## config.mk

```make
export PLATFORM = sky130hd
export DESIGN_NAME = key_debounce_multi
export DESIGN_NICKNAME = d
export VERILOG_FILES = /design/src/rtl/key_debounce_multi.sv
export SDC_FILE = /design/constraint.sdc
export NUM_CORES = 1
export LEC_CHECK = 0
export ABC_AREA = 0
export BUFFER_PORTS_ARGS = -buffer_cell sky130_fd_sc_hd__buf_2
export CAP_MARGIN = 30
export CORE_MARGIN = 3
export CORE_UTILIZATION = 63
export DETAILED_ROUTE_END_ITERATION = 16
export PLACE_DENSITY_LB_ADDON = 0.2
export REMOVE_ABC_BUFFERS = 1
export SYNTH_ARGS = -nofsm -noshare
export SYNTH_HDL_FRONTEND = slang
export SYNTH_SLANG_ARGS = --single-unit
```

## constraint.sdc

```tcl
create_clock -name Clk -period 3.1 [get_ports Clk]
set_clock_uncertainty 0.15 [all_clocks]
set_input_delay 0 -clock Clk [delete_from_list [all_inputs] [get_ports Clk]]
set_output_delay 0 -clock Clk [all_outputs]
set_load 0.005 [all_outputs]
```

## src/rtl/key_debounce_multi.sv

```systemverilog
// key_debounce_multi
// N-channel mechanical key debouncer. Each channel runs its own 2-FF
// synchroniser and a four-state filter FSM. It produces a clean level plus
// one-cycle press, release and long-press pulses.
// Channels share nothing except the clock and reset.
// Parameter constraints: DEBOUNCE_CYCLES >= 2 and LONG_CYCLES > DEBOUNCE_CYCLES.
module key_debounce_multi #(
  parameter int N_KEYS          = 4,
  parameter int DEBOUNCE_CYCLES = 1_000_000,
  parameter int LONG_CYCLES     = 50_000_000,
  parameter int ACTIVE_LOW      = 1
) (
  input  logic              Clk,
  input  logic              Rst,
  input  logic [N_KEYS-1:0] key_in,
  output logic [N_KEYS-1:0] key_state,
  output logic [N_KEYS-1:0] press_flag,
  output logic [N_KEYS-1:0] release_flag,
  output logic [N_KEYS-1:0] long_flag
);

  // Counter widths. DEBOUNCE_CYCLES >= 2 keeps CW at one bit or more.
  localparam int CW = $clog2(DEBOUNCE_CYCLES);
  localparam int HW = $clog2(LONG_CYCLES);

  // Terminal counts and increments, all sized to their counters.
  localparam logic [CW-1:0] DB_LAST   = CW'(DEBOUNCE_CYCLES - 32'sd1);
  localparam logic [HW-1:0] HOLD_LAST = HW'(LONG_CYCLES - 32'sd1);
  localparam logic [CW-1:0] CNT_STEP  = CW'(32'd1);
  localparam logic [HW-1:0] HOLD_STEP = HW'(32'd1);

  // Pin level of a key that is not pressed. The synchroniser resets to this
  // value, so a reset never looks like a press edge.
  localparam logic REL_LVL = (ACTIVE_LOW != 0) ? 1'b1 : 1'b0;

  typedef enum logic [1:0] {
    ST_IDLE    = 2'd0,  // debounced released
    ST_FILT_DN = 2'd1,  // candidate press, waiting for stability
    ST_DOWN    = 2'd2,  // debounced pressed
    ST_FILT_UP = 2'd3   // candidate release, waiting for stability
  } state_t;

  logic [N_KEYS-1:0] s1_r;
  logic [N_KEYS-1:0] s2_r;
  logic [N_KEYS-1:0] p_s;

  // Two-flop synchroniser for the asynchronous key pins.
  always_ff @(posedge Clk) begin
    if (Rst) begin
      s1_r <= {N_KEYS{REL_LVL}};
      s2_r <= {N_KEYS{REL_LVL}};
    end else begin
      s1_r <= key_in;
      s2_r <= s1_r;
    end
  end

  // Normalise the synchronised level so that 1 always means pressed.
  assign p_s = (ACTIVE_LOW != 0) ? ~s2_r : s2_r;

  for (genvar g = 0; g < N_KEYS; g++) begin : g_ch
    state_t          state_r;
    logic [CW-1:0]   cnt_r;
    logic [HW-1:0]   hold_r;
    logic            long_done_r;
    logic            key_state_r;
    logic            press_r;
    logic            release_r;
    logic            long_r;
    logic            hold_active_s;

    // The hold time keeps counting through a release candidate. A bounce
    // during a long hold therefore does not restart the long-press timer.
    assign hold_active_s = (state_r == ST_DOWN) || (state_r == ST_FILT_UP);

    // Per-channel filter FSM with hold timer and registered event pulses.
    always_ff @(posedge Clk) begin
      if (Rst) begin
        state_r     <= ST_IDLE;
        cnt_r       <= '0;
        hold_r      <= '0;
        long_done_r <= 1'b0;
        key_state_r <= 1'b0;
        press_r     <= 1'b0;
        release_r   <= 1'b0;
        long_r      <= 1'b0;
      end else begin
        // Event flags are single-cycle pulses unless re-asserted below.
        press_r   <= 1'b0;
        release_r <= 1'b0;
        long_r    <= 1'b0;

        // Saturating hold timer. It fires long_flag at most once per press.
        if (hold_active_s) begin
          if (hold_r == HOLD_LAST) begin
            if (!long_done_r) begin
              long_r      <= 1'b1;
              long_done_r <= 1'b1;
            end else begin
              long_done_r <= 1'b1;
            end
          end else begin
            hold_r <= hold_r + HOLD_STEP;
          end
        end else begin
          hold_r <= hold_r;
        end

        case (state_r)
          ST_IDLE: begin
            if (p_s[g]) begin
              state_r <= ST_FILT_DN;
              cnt_r   <= '0;
            end else begin
              state_r <= ST_IDLE;
            end
          end
          ST_FILT_DN: begin
            if (!p_s[g]) begin
              // Bounce: drop the candidate without crediting any count.
              state_r <= ST_IDLE;
            end else if (cnt_r == DB_LAST) begin
              state_r     <= ST_DOWN;
              press_r     <= 1'b1;
              key_state_r <= 1'b1;
              hold_r      <= '0;
              long_done_r <= 1'b0;
            end else begin
              cnt_r <= cnt_r + CNT_STEP;
            end
          end
          ST_DOWN: begin
            if (!p_s[g]) begin
              state_r <= ST_FILT_UP;
              cnt_r   <= '0;
            end else begin
              state_r <= ST_DOWN;
            end
          end
          ST_FILT_UP: begin
            if (p_s[g]) begin
              // Glitch while held: go back to DOWN and keep the hold progress.
              state_r <= ST_DOWN;
            end else if (cnt_r == DB_LAST) begin
              state_r     <= ST_IDLE;
              release_r   <= 1'b1;
              key_state_r <= 1'b0;
            end else begin
              cnt_r <= cnt_r + CNT_STEP;
            end
          end
          default: begin
            state_r <= ST_IDLE;
            cnt_r   <= '0;
          end
        endcase
      end
    end

    assign key_state[g]    = key_state_r;
    assign press_flag[g]   = press_r;
    assign release_flag[g] = release_r;
    assign long_flag[g]    = long_r;
  end

endmodule

```

==> flow_summary.yaml <==
critical_path:
  crit_type: "flop to flop"
  crit_path_end_kind: "flop"
  slowest_delay_ps: 710
  crit_chain: "or4b_2, nor4_4, a31o_2, nand2b_1, nor2_1"
  cp-start-kind: "flop"
  cp_max_fo: 26
  crit_buf_inv: 0
  crit_arrival_ps: 2840
  cp.required_ps: 3330
  crit_slowest_cell: "or4b_2"
  crit_family: "simple AND/OR/NAND/NOR gates"
clock_tree:
  cts_tree: "done"
  ctsLongestPathBuffers: 3
  ctsHtreeMaxLevel: 1
  post_cts_resized: 0
  clk_latency_ps: 500
  cts_setup_buffers: 0
  root_buffer: "clkbuf_16"
  clock-sinks: 220
  postCtsHoldBufs: 5
  clkTransAtPathRegs_ps: 60
  cts_buffers: 23
logic_synthesis:
  synthXorXnorAreaFrac_pct: 11.10
  synth_compound_area_share_pct: 8.873
  synth_cells: 1212
  synth_area_leaders: "dfxtp_1 43%, xor2_1 7.0%, nor2_1 6.8%"
  ys_seq_area_share_pct: 42.61
  synth_flop_cell: "dfxtp_1"
  synth_mux_area_share_pct: 0.5931
  synth_seq_cells: 220
  yosys.area_share.simple_pct: 32.42
  synth_top_family_by_area: "simple AND/OR/NAND/NOR gates"
  synth_top_area_share_pct: 42.61
  synth_top_area_cell: "dfxtp_1"
  yosysUniqueCellTypes: 59
  ys_async_sr_fraction_pct: 0
  syn_area_per_cell_sq_um: 8.528
  netlist_area_sq_um: 10340
  synth_edf_count: 0
  yosys_warnings: 0
  synth_fa_ha_area_share_pct: 0.9684
place:
  io_buffers: 21
  dp_hpwl_mm: 13.61
  gp_congestion: 0.8705
timing:
  max-slew-margin-rel_pct: 49.54
  setup_viol: 0
  period_share_pct: 83.92
  finalSetupTns_ps: 0
  rsz0062_at_grt: "false"
  min_period_ps: 2601
  final_max_slew_viol_count: 0
  worstMarginPinSlew_ps: 751.2
  hold_viol_final: 0
  timing.fmax_mhz: 384.4
routing:
  routed_wl_mm: 20.67
  drt-wirelength-per-cell_um: 14.26
  first_iter_violations: 646
  drcViolationCount: 0
  vias_per_cell: 5.974
  ant_nets: 0
  vias: 8662
  first_pass_iters: 5
run:
  maxCapViolations: 0
global_routing:
  grt_start_max_net_pins: 41
  antenna_found_initial: 0
  grt_pass1_vias: 7988
  grtUsageTotal_pct: 22.77
  grt_overflow: 0
  grt_pass1_wl_mm: 36.01
layout:
  fill_cells: 1282
  final_nets: 1236
  antenna_cells: 0
  fin_util_pct: 70.81
  syn_to_final_growth_pct: 9.212
  drive_gt1_share_pct: 8.428
pwr:
  power.leakage_nw: 3.823
  ir_drop_mv: 0.5876
  powerDensity_nw_per_um2: 495.2
floorplanning:
  ios: 22
  rows: 46
  initial_core_util_pct: 64.83
  coreArea_sq_um: 15940
  die-area_sq_um: 17980
  die_w_um: 134.1
  fp.dieH_um: 134.1
outcome:
  status: "finished, final reports clean"
min_path:
  hold_path.class: "input pin to flop"
## flip-flops by register name, indices dropped and copies added (netlist names), named ones only
signal	count
g_ch.cnt_r	80
g_ch.hold_r	104
g_ch.key_state_r	4
g_ch.long_done_r	4
g_ch.long_r	4
g_ch.press_r	4
g_ch.release_r	4
g_ch.state_r	4
s1_r	4
s2_r	4
## placed cells by master (no fill, tap or decap), drive strengths merged, types with 9 or more instances in the layout
cell type  netlist  routed
and2            10      10
o21ai           44      44
and4            27      27
or4             21      21
nand4           68      68
nor2           186     186
o211ai           9       9
o31ai           12      12
or3             25      25
a21oi           52      52
xnor2           48      48
inv             11      11
clkbuf          24      31
nand2           87      87
or2             14      14
nand3           72      72
nor3            31      31
dfxtp          220     220
buf             33      37
and3            28      28
nor4            24      24
xor2            83      83
## path summary, 6_finish.rpt
path	slack [ps]	to	start	cells after the start
worst min-delay path	70	s1_r[0]	key_in[0]	3
worst min register to register	260	s2_r[0]	s1_r[0]	1
worst max-delay path	500	g_ch[1].hold_r[7]	g_ch[1].cnt_r[6]	5
worst max register to register	500	g_ch[1].hold_r[7]	g_ch[1].cnt_r[6]	5
## tightest hold or removal path, delay by kind of cell
family                 cells  cell delay, ps
buffers and inverters      2             610
and+or+nand+nor            1              80
## final cells by class
cell class	instances	area [sq um]	area share (%)
Inverter	11	41.29	0.3658
Sequential cell	220	4404	39.02
Clock inverter	6	65.06	0.5764
Multi-Input combinational cell	924	5577	49.40
Tap cell	216	270.3	2.394
Timing Repair Buffer	42	275.3	2.438
Clock buffer	31	655.6	5.808
## synth_stat cells, drive strengths merged (28+ instances only)
cell type / n
a21oi: 52
nor3: 31
nand4: 68
xor2: 83
buf: 33
o21ai: 44
nand2: 87
dfxtp: 220
xnor2: 48
nand3: 72
and3: 28
nor2: 186
## per-stage QoR
| step | std cells | hold slack (ps) | total power [mW] | cell area [sq um] | worst slack, ps |
|---|---|---|---|---|---|
| final | 1450 | 66.37 | 5.590 | 11290 | 498.5 |
| after global routing | 1450 | 59.56 | 5.779 | 11290 | 331.2 |
| after CTS | 1450 | 43.67 | 5.659 | 11290 | 483.5 |
| after detailed placement | 1408 | 34.85 | 3.033 | 10520 | 509.8 |
| after global placement | 1408 | 31.40 | 3.032 | 10520 | 564.8 |
| after floorplan | 1155 | -80.93 | 2.978 | 10020 | 428.5 |
## power breakdown
| group | total (mW) | internal (mW) | switching (mW) | leakage [nW] |
|---|---|---|---|---|
| Combinational | 0.121 | 0.0417 | 0.0796 | 1.71 |
| Sequential | 2.85 | 2.84 | 0.0127 | 1.77 |
| Clock | 2.61 | 1.55 | 1.06 | 0.342 |
| Total | 5.59 | 4.44 | 1.15 | 3.82 |
## kinds of logic (layout without fill, tap and decap cells)
logic type | Yosys count | after routing
and+or+nand+nor | 631 | 631
DFF | 220 | 220
AOI/OAI and AO/OA | 148 | 148
xor gates and xnor gates | 131 | 131
buffers and inverters | 68 | 90
adders and majority gates | 8 | 8
muxes | 6 | 6
## routing by layer
metal  up-vias  global-route usage [%]  wire length [um]
met4         0                   5.543               359
met2       197                   38.77              9839
met3        34                   3.151               926
met5         -                       0                 0
li1       4360                       -                 -
met1      4071                   30.87              9547
Power figures use the tool's default switching activity.
